<file path="config.mk">
export PLATFORM = sky130hd
export DESIGN_NAME = cdb_arbiter
export DESIGN_NICKNAME = d
export VERILOG_FILES = /design/src/rtl/cdb_arbiter.sv
export SDC_FILE = /design/constraint.sdc
export NUM_CORES = 1
export LEC_CHECK = 0
export ABC_AREA = 1
export BUFFER_PORTS_ARGS = -buffer_cell sky130_fd_sc_hd__buf_4
export CORE_MARGIN = 2
export CORE_UTILIZATION = 50
export CTS_BUF_LIST = sky130_fd_sc_hd__clkbuf_8
export CTS_CLUSTER_DIAMETER = 30
export DETAILED_ROUTE_END_ITERATION = 12
export PLACE_DENSITY = 0.68
export SLEW_MARGIN = 20
export SYNTH_ARGS = -nofsm -noshare
export SYNTH_HDL_FRONTEND = slang
export SYNTH_SLANG_ARGS = --single-unit
</file>
<file path="constraint.sdc">
create_clock -name clk_in -period 3.8 [get_ports clk_in]
set_input_delay 0.95 -clock clk_in [delete_from_list [all_inputs] [get_ports clk_in]]
set_output_delay 0.95 -clock clk_in [all_outputs]
set_load 0.01 [all_outputs]
</file>
<file path="src/rtl/cdb_arbiter.sv">
// Common data bus arbiter: two per-source result FIFOs, round-robin grant, one registered broadcast per cycle.
// Optional same-cycle bypass of an empty FIFO is enabled by defining CDB_BYPASS_EN.
`ifndef ROB_WIDTH
`define ROB_WIDTH 4
`endif

module cdb_arbiter #(
  parameter int unsigned FIFO_DEPTH = 4,
  parameter int unsigned FIFO_WIDTH = 2,
  parameter int unsigned ROB_W      = `ROB_WIDTH
) (
  input  logic             clk_in,
  input  logic             rst_in,
  input  logic             rdy_in,
  input  logic             flush,
  input  logic             alu_rdy,
  input  logic [ROB_W-1:0] alu_rob_id,
  input  logic [31:0]      alu_data,
  input  logic             alu_set_jump_addr,
  output logic             alu_stall,
  input  logic             lsb_rdy,
  input  logic [ROB_W-1:0] lsb_rob_id,
  input  logic [31:0]      lsb_data,
  output logic             lsb_stall,
  output logic             cdb_en,
  output logic [ROB_W-1:0] cdb_rob_id,
  output logic [31:0]      cdb_data,
  output logic             cdb_set_jump_addr,
  output logic             cdb_src
);

  localparam int unsigned ENT_W = ROB_W + 33;
  localparam int unsigned CNT_W = FIFO_WIDTH + 1;

  typedef enum logic {SRC_ALU = 1'b0, SRC_LSB = 1'b1} src_e;

  logic [ENT_W-1:0]      mem_q [2][FIFO_DEPTH];
  logic [FIFO_WIDTH-1:0] head_q [2];
  logic [FIFO_WIDTH-1:0] tail_q [2];
  logic [CNT_W-1:0]      cnt_q  [2];
  logic [CNT_W-1:0]      cnt_d  [2];
  src_e                  last_grant_q;

  logic [ENT_W-1:0] in_ent   [2];
  logic [ENT_W-1:0] head_ent [2];
  logic [1:0]       in_rdy;
  logic [1:0]       nonempty;
  logic [1:0]       head_v;
  logic [1:0]       gnt;
  logic [1:0]       pop;
  logic [1:0]       wr;
  logic [ENT_W-1:0] gnt_ent;

  assign alu_stall = (cnt_q[0] >= CNT_W'(FIFO_DEPTH - 1));
  assign lsb_stall = (cnt_q[1] >= CNT_W'(FIFO_DEPTH - 1));

  // Heads, grant, and per-FIFO push/pop decisions for this cycle.
  always_comb begin
    in_rdy    = {lsb_rdy, alu_rdy};
    in_ent[0] = {alu_set_jump_addr, alu_rob_id, alu_data};
    in_ent[1] = {1'b0, lsb_rob_id, lsb_data};
    for (int s = 0; s < 2; s++) begin
      nonempty[s] = (cnt_q[s] != '0);
      head_v[s]   = nonempty[s];
      head_ent[s] = mem_q[s][head_q[s]];
`ifdef CDB_BYPASS_EN
      if (!nonempty[s] && in_rdy[s]) begin
        head_v[s]   = 1'b1;
        head_ent[s] = in_ent[s];
      end
`endif
    end
    gnt[0]  = head_v[0] && (!head_v[1] || (last_grant_q == SRC_LSB));
    gnt[1]  = head_v[1] && !gnt[0];
    gnt_ent = gnt[1] ? head_ent[1] : head_ent[0];
    for (int s = 0; s < 2; s++) begin
      pop[s]   = gnt[s] && nonempty[s];
      // A granted bypass input goes straight to the bus and never enters the FIFO.
      wr[s]    = in_rdy[s] && !(gnt[s] && !nonempty[s]) &&
                 ((cnt_q[s] != CNT_W'(FIFO_DEPTH)) || pop[s]);
      cnt_d[s] = cnt_q[s] + CNT_W'(wr[s]) - CNT_W'(pop[s]);
    end
  end

  // Control state and broadcast registers.
  always_ff @(posedge clk_in) begin
    if (rst_in) begin
      for (int s = 0; s < 2; s++) begin
        cnt_q[s]  <= '0;
        head_q[s] <= '0;
        tail_q[s] <= '0;
      end
      cdb_en            <= 1'b0;
      cdb_rob_id        <= '0;
      cdb_data          <= '0;
      cdb_set_jump_addr <= 1'b0;
      cdb_src           <= 1'b0;
      last_grant_q      <= SRC_LSB;
    end else if (rdy_in) begin
      if (flush) begin
        for (int s = 0; s < 2; s++) begin
          cnt_q[s]  <= '0;
          head_q[s] <= '0;
          tail_q[s] <= '0;
        end
        cdb_en <= 1'b0;
      end else begin
        for (int s = 0; s < 2; s++) begin
          cnt_q[s]  <= cnt_d[s];
          head_q[s] <= head_q[s] + FIFO_WIDTH'(pop[s]);
          tail_q[s] <= tail_q[s] + FIFO_WIDTH'(wr[s]);
        end
        cdb_en <= |gnt;
        if (|gnt) begin
          {cdb_set_jump_addr, cdb_rob_id, cdb_data} <= gnt_ent;
          cdb_src      <= gnt[1];
          last_grant_q <= gnt[1] ? SRC_LSB : SRC_ALU;
        end
      end
    end
  end

  // FIFO storage needs no reset; occupancy is tracked by the counters.
  always_ff @(posedge clk_in) begin
    if (!rst_in && rdy_in && !flush) begin
      for (int s = 0; s < 2; s++) begin
        if (wr[s]) mem_q[s][tail_q[s]] <= in_ent[s];
      end
    end
  end

endmodule

</file>
==> impl_metrics.yaml, run 1 <==
synthesis:
  synth_top_area_share_pct: 60.64
  ys_ff_latch: 346
  synth_edf_count: 306
  synth.most_common_cell: "nand2_1"
  synth_ff_type: "edfxtp_1"
  synth_nets: 1638
  yosysUniqueCellTypes: 32
  syn_area_mm2: 0.01515
  synth_area_per_cell_um2: 9.795
  yosys-top-cells-area: "edfxtp_1 (61%), nand2_1 (11%), inv_1 (6.9%), dfxtp_1 (5.3%), nand3_1 (4.8%)"
  synth_top_area_cell: "edfxtp_1"
  synthCells: 1547
  ys_warn_count: 0
  seq_area_frac_synth_pct: 65.92
  postSynth.asyncResetShare_pct: 0
  synth_common_cells: "nand2_1 (451), edfxtp_1 (306), inv_1 (280)"
pwr:
  ir_worst_vdd_v: 0.0004309
  p_leak_nw: 8.169
  powerDensity_mw_per_mm2: 525.8
critical_path:
  crit_slowest_cell: "edfxtp_1"
  reg2reg_to: "mem_q[0][249]"
  r2r_start: "cnt_q[0][1]"
  cp.required_ps: 2850
  critPathMaxStageDelay_ps: 500
  cp-end-kind: "primary output"
  arrival_ps: 1680
  crit_type: "flop to primary output"
  rrSetupSlack_ps: 1470
  cp-start-kind: "flop"
  worstPathCellList: "ha_1, o21ai_0, nand2_1, buf_4"
  r2r_cells: 8
  worstPathMaxFanout: 5
global_routing:
  first_global_vias: 9624
  track_usage_pct: 20.27
  grt_max_degree: 149
  antenna_found_initial: 0
  grt.overflow.total: 0
  grt_pass1_wl_um: 49280
clock_tree:
  clock_latency_ps: 600
  post_cts_resized: 0
  cts.clk_slew.worst_paths_ps: 70
  cts_hold_buf: 0
  clk_path_buf_depth: 3
  cts_root_buffer: "clkbuf_8"
  cts_tree: "done"
  clkSinkCount: 346
  cts_made_buffers: 73
  post_cts_buffers: 0
  h-tree-depth: 3
detailed_routing:
  drtIter0Drc: 653
  wl_um: 31340
  viasPerCell: 4.733
  drc: 0
  wl_per_cell_um: 14.64
  num_vias: 10130
  ant_nets: 0
  firstDrtPassIters: 5
cells_and_area:
  seqCellArea_mm2: 0.009990
  nNetsFinal: 1784
  antenna_cells: 0
  multi_input_area_mm2: 0.003769
  finalInstanceArea_mm2: 0.01802
  fillers: 2442
  drive_gt1_share_pct: 18.39
  area_growth_pct: 18.93
sta:
  min_period_ps: 2630
  worstMarginPinSlew_ps: 810.6
  finalSetupTns_ps: 0
  timing.fmax_mhz: 380.2
  hold_violations: 0
  timing.final.crit_share_pct: 69.22
  rsz0062_at_grt: "no"
  postLayoutSetupSlackWorst_ps: 1170
  setup_viol: 0
  fin_worst_skew_ps: 28.44
  maxSlewViolCount: 0
  slew_headroom_pct: 45.83
job:
  maxCapViolations: 0
placed_design:
  post-place-ws_ps: 856.1
  place.gp.congestion: 0.8162
  post-dp-hpwl_um: 19840
  post_dp_cell_area_mm2: 0.01640
  place.port_buffers: 119
die:
  dieArea_mm2: 0.03171
  dieWidth_um: 178.1
  start_util_pct: 50.99
  ios: 120
  die_h_um: 178.1
  num_rows: 63
  coreArea_mm2: 0.02972
min_path:
  hold_path.class: "input pin to flop"
  hp-start: "lsb_data[17]"
  holdPathEnd: "mem_q[0][165]"
  hold_path_depth: 1
run_status:
  status: "finished, final reports clean"
-- per-stage QoR --
step / total power [mW] / instances / hold slack (ps) / util (%)
2_1_floorplan: 4.965 / 1547 / 487.2 / -
3_3_place_gp: 5.275 / 2008 / 521.6 / 55.18
3_5_place_dp: 5.296 / 2008 / 555.9 / 55.19
4_1_cts: 9.568 / 2141 / 524.9 / 60.65
5_1_grt: 9.897 / 2141 / 526.9 / 60.65
6_report: 9.476 / 2141 / 548.4 / 60.65
-- how the worst max path moves through the flow --
stage	slack, ps	start	cells after the start	to
2_1_floorplan	310	rdy_in	5	mem_q[0][0]
3_3_place_gp	860	flush	6	mem_q[0][249]
3_5_place_dp	860	flush	6	mem_q[0][251]
4_1_cts	1130	cnt_q[0][1]	4	alu_stall
5_1_grt	1060	cnt_q[0][1]	4	alu_stall
6_report	1170	cnt_q[0][1]	4	alu_stall
-- worst max-delay path: cells and delay by family (launching register included) --
kind,cells,cell delay [ps]
AO/OA/AOI/OAI,1,150
adder cells (fa/ha/maj),1,240
buffers and inverters,1,140
flip-flops,1,500
AND/OR/NAND/NOR,1,70
-- placed cells by master (no fill, tap or decap), drive strengths merged --
cell type,count
nand2,461
edfxtp,306
inv,299
nor2,176
nand3,146
buf,138
clkbuf,76
dfxtp,40
or2,38
clkinv,30
ha,10
bufinv,9
xnor2,5
o21ai,5
clkinvlp,3
a21oi,3
fa,2
xor2,1
nor3b,1
nand4,1
o21a,1
-- where the power goes --
part	internal [mW]	leakage, nW	switching (mW)
Sequential	4.22	3.11	0.0563
Combinational	0.340	4.18	0.601
Clock	2.54	0.875	1.72
Total	7.10	8.17	2.38
-- state kept, by name (all words and copies together) (netlist names) --
signal and cells:
mem_q 292, tail_q 4, cdb_src 1, cnt_q 6, cdb_en 1, head_q 4, cdb_set_jump_addr 1, last_grant_q 1
cdb_rob_id 4, cdb_data 32
-- per-layer routing --
metal  part of all wire (%)  track usage, %  up-vias
met5                      0               0        -
met1                     45           27.69     4726
met4                    1.7           6.592        0
met2                     48           32.41      237
met3                    6.3           4.454       39
li1                       -               -     5131
-- cells by family after synthesis --
| kind of cell | count (synthesis) | share of synthesized area, % |
|---|---|---|
| AND/OR/NAND/NOR | 823 | 22.62 |
| buffers and inverters | 351 | 9.603 |
| flip-flops | 346 | 65.92 |
| adder cells (fa/ha/maj) | 12 | 1.090 |
| AO/OA/AOI/OAI | 9 | 0.4128 |
| XOR/XNOR | 6 | 0.3468 |
-- final cells by class --
class	instances	area share [%]
flip-flops and latches	346	55.43
inverters	284	5.929
clock buffers	76	5.804
multi-input cells	850	20.91
well taps	390	2.708
clock inverters	57	3.194
repair buffers	138	6.026
Power figures use the tool's default switching activity.
==> run 2: changes to the inputs <==
- PLACE_DENSITY: 0.68 -> 0.71
- clock period: 3.8 -> 2.4 ns (I/O delays scaled with it)
==> run 2 against run 1 <==
Compared with the run above:
- first-iteration DRC count rose by 40%
- register-to-register slack got worse by 1300 ps
- wire length rose by 3.1%
- worst setup slack got worse by 1000 ps
- non-clock buffer count rose by 14
- clock power rose by 42%
- sequential share of layout area fell by 0.18 points
- core utilization rose by 0.20 points
- critical path depth rose by 7
- worst hold slack got worse by 320 ps
- critical path type is now flop to flop
- highest routed layer unchanged
==> impl_metrics.yaml, run 2 (synthesis results as in run 1) <==
sta:
  worstMarginPinSlew_ps: 823.4
  timing.final.crit_share_pct: 94.05
  timing.fmax_mhz: 443.0
  setup_viol: 0
  finalSetupTns_ps: 0
  min_period_ps: 2257
  fin_worst_skew_ps: 25.05
  maxSlewViolCount: 0
  slew_headroom_pct: 44.77
  postLayoutSetupSlackWorst_ps: 142.7
  hold_violations: 0
  timing.hold.ws_ps: 228.2
global_routing:
  antenna_found_initial: 0
  grt.met3_usage_pct: 3.730
  grt-busiest-layer: "met2"
  grt_max_degree: 68
  grt.overflow.total: 0
  track_usage_pct: 20.66
  gr-usage-met2_pct: 32.88
  grt_pass1_wl_um: 50330
  met1_usage_pct: 28.23
  first_global_vias: 9929
cells_and_area:
  nNetsFinal: 1797
  antenna_cells: 0
  final_cell_mix: "nand2_1 (450), edfxtp_1 (306), inv_1 (298)"
  largest_reg_flops: 292
  drive_gt1_share_pct: 18.57
  final_common_cell: "nand2_1"
  finalInstanceArea_mm2: 0.01808
  area_growth_pct: 19.32
job:
  maxCapViolations: 0
die:
  ios: 120
  start_util_pct: 50.99
  coreArea_mm2: 0.02972
  num_rows: 63
  die_h_um: 178.1
  dieWidth_um: 178.1
  dieArea_mm2: 0.03171
run_status:
  status: "finished, final reports clean"
critical_path:
  worstPathMaxFanout: 5
  critPathTopFamily: "adder cells"
  cp-end-kind: "flop"
  worstPathCellList: "nor2_4, nand2_4, nand2_1, inv_1, ha_1, inv_1, ha_1, inv_1, fa_1, xor2_1, nor2_1"
  cp_common_cell: "inv_1"
  cp-start-kind: "flop"
  arrival_ps: 2560
  cp.required_ps: 2700
  crit_buf_inv: 3
  critPathMaxStageDelay_ps: 480
  crit_type: "flop to flop"
  crit_slowest_cell: "edfxtp_1"
  rrSetupSlack_ps: 140
placed_design:
  place.port_buffers: 119
  post-place-ws_ps: 122.0
  post_dp_cell_area_mm2: 0.01661
  place.gp.congestion: 0.8115
  post-dp-hpwl_um: 21200
clock_tree:
  cts.clk_slew.worst_paths_ps: 60
  h-tree-depth: 3
  clock_latency_ps: 570
  clk_path_buf_depth: 3
  cts_made_buffers: 72
  cts_tree: "done"
  clkSinkCount: 346
  cts_hold_buf: 0
  cts_root_buffer: "clkbuf_8"
detailed_routing:
  drtIter0Drc: 915
  wl_um: 32320
  num_vias: 10280
  drc: 0
  ant_nets: 0
  firstDrtPassIters: 5
  wl_per_cell_um: 15.03
  viasPerCell: 4.778
pwr:
  powerDensity_mw_per_mm2: 794.9
  p_leak_nw: 8.191
  power_mw: 14.37
  ir_worst_vdd_v: 0.0004244
min_path:
  hold_path.class: "input pin to flop"
[run 2: cell count changes in the layout (fill, tap and decap cells not counted), moves of 2 or more]
cell / change
bufinv_16: -5
clkinv_8: -3
inv_1: +8
buf_4: +4
clkinvlp_4: +5
clkbuf_8: +3
clkinv_4: -2
clkinv_2: -7
buf_12: +10
[run 2: per-layer routing]
metal  part of all wire, %  vias up
met3                   5.2       55
li1                      -     5153
met5                     0        -
met2                    47      257
met1                    45     4812
met4                   2.4        0
[run 2: metrics by stage]
step	std cells	util, %
after CTS	2149	60.78
final	2151	60.84
after detailed placement	2020	55.91
after global routing	2151	60.84
after floorplan	1547	-
after global placement	2020	55.91
[run 2: final cells by class]
class | count | area, um2
multi-input combinational | 850 | 3774
timing repair buffer | 152 | 1316
inverter | 284 | 1066
tap | 390 | 488.0
clock inverter | 50 | 360.3
fill | 2437 | 11640
clock buffer | 79 | 1087
sequential | 346 | 9990
[run 2: final timing paths]
| kind | depth (start not counted) | from | end |
|---|---|---|---|
| setup reg to reg | 11 | cnt_q[0][1] | cnt_q[0][2] |
| hold / removal | 1 | alu_data[13] | mem_q[0][124] |
| setup / recovery | 11 | cnt_q[0][1] | cnt_q[0][2] |
| hold reg to reg | 2 | cdb_en | cdb_en |
[run 2: timing repair]
action / in CTS / in global routing
buffers inserted: 0 / 2
gates resized for setup: 0 / 3
setup endpoints to repair: 0 / 2
[run 2: power breakdown]
part / switching (mW) / internal [mW]
clock: 2.55 / 3.49
combinational: 0.976 / 0.573
sequential: 0.0895 / 6.69
total: 3.62 / 10.8
==> run 3: changes to the inputs <==
- RECOVER_POWER: unset -> 100
- SLEW_MARGIN: 20 -> unset
==> run 3 against run 2 <==
Compared with the run above:
- fmax hardly changed
- clock-buffer cell count is the same
- largest power group unchanged
- worst hold slack better by 70 ps
- via count decreased by 0.15%
- non-clock buffer count unchanged
- clock power barely moved
- power fell by 0.44%
- critical path type unchanged
==> impl_metrics.yaml, run 3 (synthesis results as in run 1) <==
clock_tree:
  cts_root_buffer: "clkbuf_8"
  clk_path_buf_depth: 3
  cts_made_buffers: 72
  clock_latency_ps: 570
  cts_hold_buf: 0
  clkSinkCount: 346
  cts_tree: "done"
  h-tree-depth: 3
  cts.clk_slew.worst_paths_ps: 60
detailed_routing:
  ant_nets: 0
  drc: 0
  drtIter0Drc: 920
  wl_per_cell_um: 15.02
  wl_um: 32300
  viasPerCell: 4.771
  firstDrtPassIters: 5
  num_vias: 10260
pwr:
  p_int_mw: 10.70
  pwr-share-clk_pct: 42.2
  swShare_pct: 25.24
  powerDensity_mw_per_mm2: 804.1
  p_sw_mw: 3.612
  ir_worst_vdd_v: 0.0004170
  p_leak_nw: 7.919
  p_seq_share_pct: 47.3
  combPwrFrac_pct: 10.4
  power_mw: 14.31
sta:
  hold_violations: 0
  maxSlewViolCount: 0
  setup_viol: 0
  worstMarginPinSlew_ps: 1100
  min_period_ps: 2258
  fin_worst_skew_ps: 26.05
  timing.hold.ws_ps: 298.3
  timing.final.crit_share_pct: 94.08
  timing.fmax_mhz: 442.9
  slew_headroom_pct: 26.66
  finalSetupTns_ps: 0
critical_path:
  crit_slowest_cell: "edfxtp_1"
  cp.required_ps: 2700
  cp-start-kind: "flop"
  crit_path_start: "cnt_q[0][1]"
  crit_buf_inv: 3
  worstPathCellList: "nor2_4, nand2_4, nand2_1, inv_1, ha_1, inv_1, ha_1, inv_1, fa_1, xor2_1, nor2_1"
  worstPathMaxFanout: 5
  arrival_ps: 2560
  crit_type: "flop to flop"
  critPathMaxStageDelay_ps: 480
  critPathTopFamily: "adder cells"
  cp_common_cell: "inv_1"
  r2r_start: "cnt_q[0][1]"
  cp-end-kind: "flop"
cells_and_area:
  final_common_cell: "nand2_1"
  area_growth_pct: 17.43
  largest_reg_flops: 292
  drive_gt1_share_pct: 14.25
  fillers: 2495
  antenna_cells: 0
  nNetsFinal: 1797
  final_cell_mix: "nand2_1 (450), edfxtp_1 (306), inv_1 (298)"
global_routing:
  track_usage_pct: 20.66
  antenna_found_initial: 0
  grt_max_degree: 68
  grt_pass1_wl_um: 50330
  first_global_vias: 9929
  grt.overflow.total: 0
die:
  dieWidth_um: 178.1
  coreArea_mm2: 0.02972
  num_rows: 63
  dieArea_mm2: 0.03171
  ios: 120
  start_util_pct: 50.99
  die_h_um: 178.1
job:
  maxCapViolations: 0
placed_design:
  place.port_buffers: 119
  place.gp.congestion: 0.8115
  post-dp-hpwl_um: 21200
run_status:
  status: "finished, final reports clean"
min_path:
  hp-start: "lsb_data[18]"
  hold_path.class: "input pin to flop"
==> run 3: cell types whose count changed in the layout (fill, tap and decap cells not counted), sizes merged <==
cell,delta
buf,-76
clkbuf,+76
==> run 3: layer usage <==
| metal | share of wire, % | wire length, um | track usage (%) |
|---|---|---|---|
| met1 | 45 | 14460 | 28.23 |
| met2 | 47 | 15340 | 32.88 |
| met3 | 5.4 | 1741 | 3.730 |
| met4 | 2.4 | 762 | 8.333 |
| met5 | 0 | 0 | 0 |
==> run 3: worst paths after layout <==
check	slack (ps)	cells after the start	end
setup / recovery	140	11	cnt_q[0][2]
hold / removal	300	1	mem_q[0][203]
setup reg to reg	140	11	cnt_q[0][2]
hold reg to reg	470	2	cdb_set_jump_addr
==> run 3: metrics by stage <==
step                std cells  worst slack [ps]  instance area, um2  util [%]
CTS                      2149             31.20               18060     60.78
detailed placement       2020             122.0               16610     55.91
global route             2151            -3.880               17790     59.88
global placement         2020             151.2               16610     55.91
floorplan                1547            -171.5               15170         -
finish                   2151             142.0               17790     59.88
==> run 3: layout make-up <==
class                           instances  area [um2]  share of cell area [%]
Tap cell                              390       488.0                   2.742
Multi-Input combinational cell        850        3771                   21.19
Clock buffer                           79        1087                   6.110
Clock inverter                         50       360.3                   2.025
Timing Repair Buffer                  152        1032                   5.801
Inverter                              284        1066                   5.991
Sequential cell                       346        9990                   56.14
==> run 3: power by group through the flow <==
stage	logic [mW]	registers [mW]	clock network, mW
after detailed placement	1.54	6.89	0
final	1.50	6.77	6.04
after floorplan	0.971	6.89	0
after global placement	1.49	6.89	0
after global routing	1.68	6.78	6.49
after CTS	1.54	6.77	6.19
==> run 3: repair_timing <==
action,CTS,global route
setup endpoints to repair,0,2
setup buffers,0,2
resized for setup,0,3
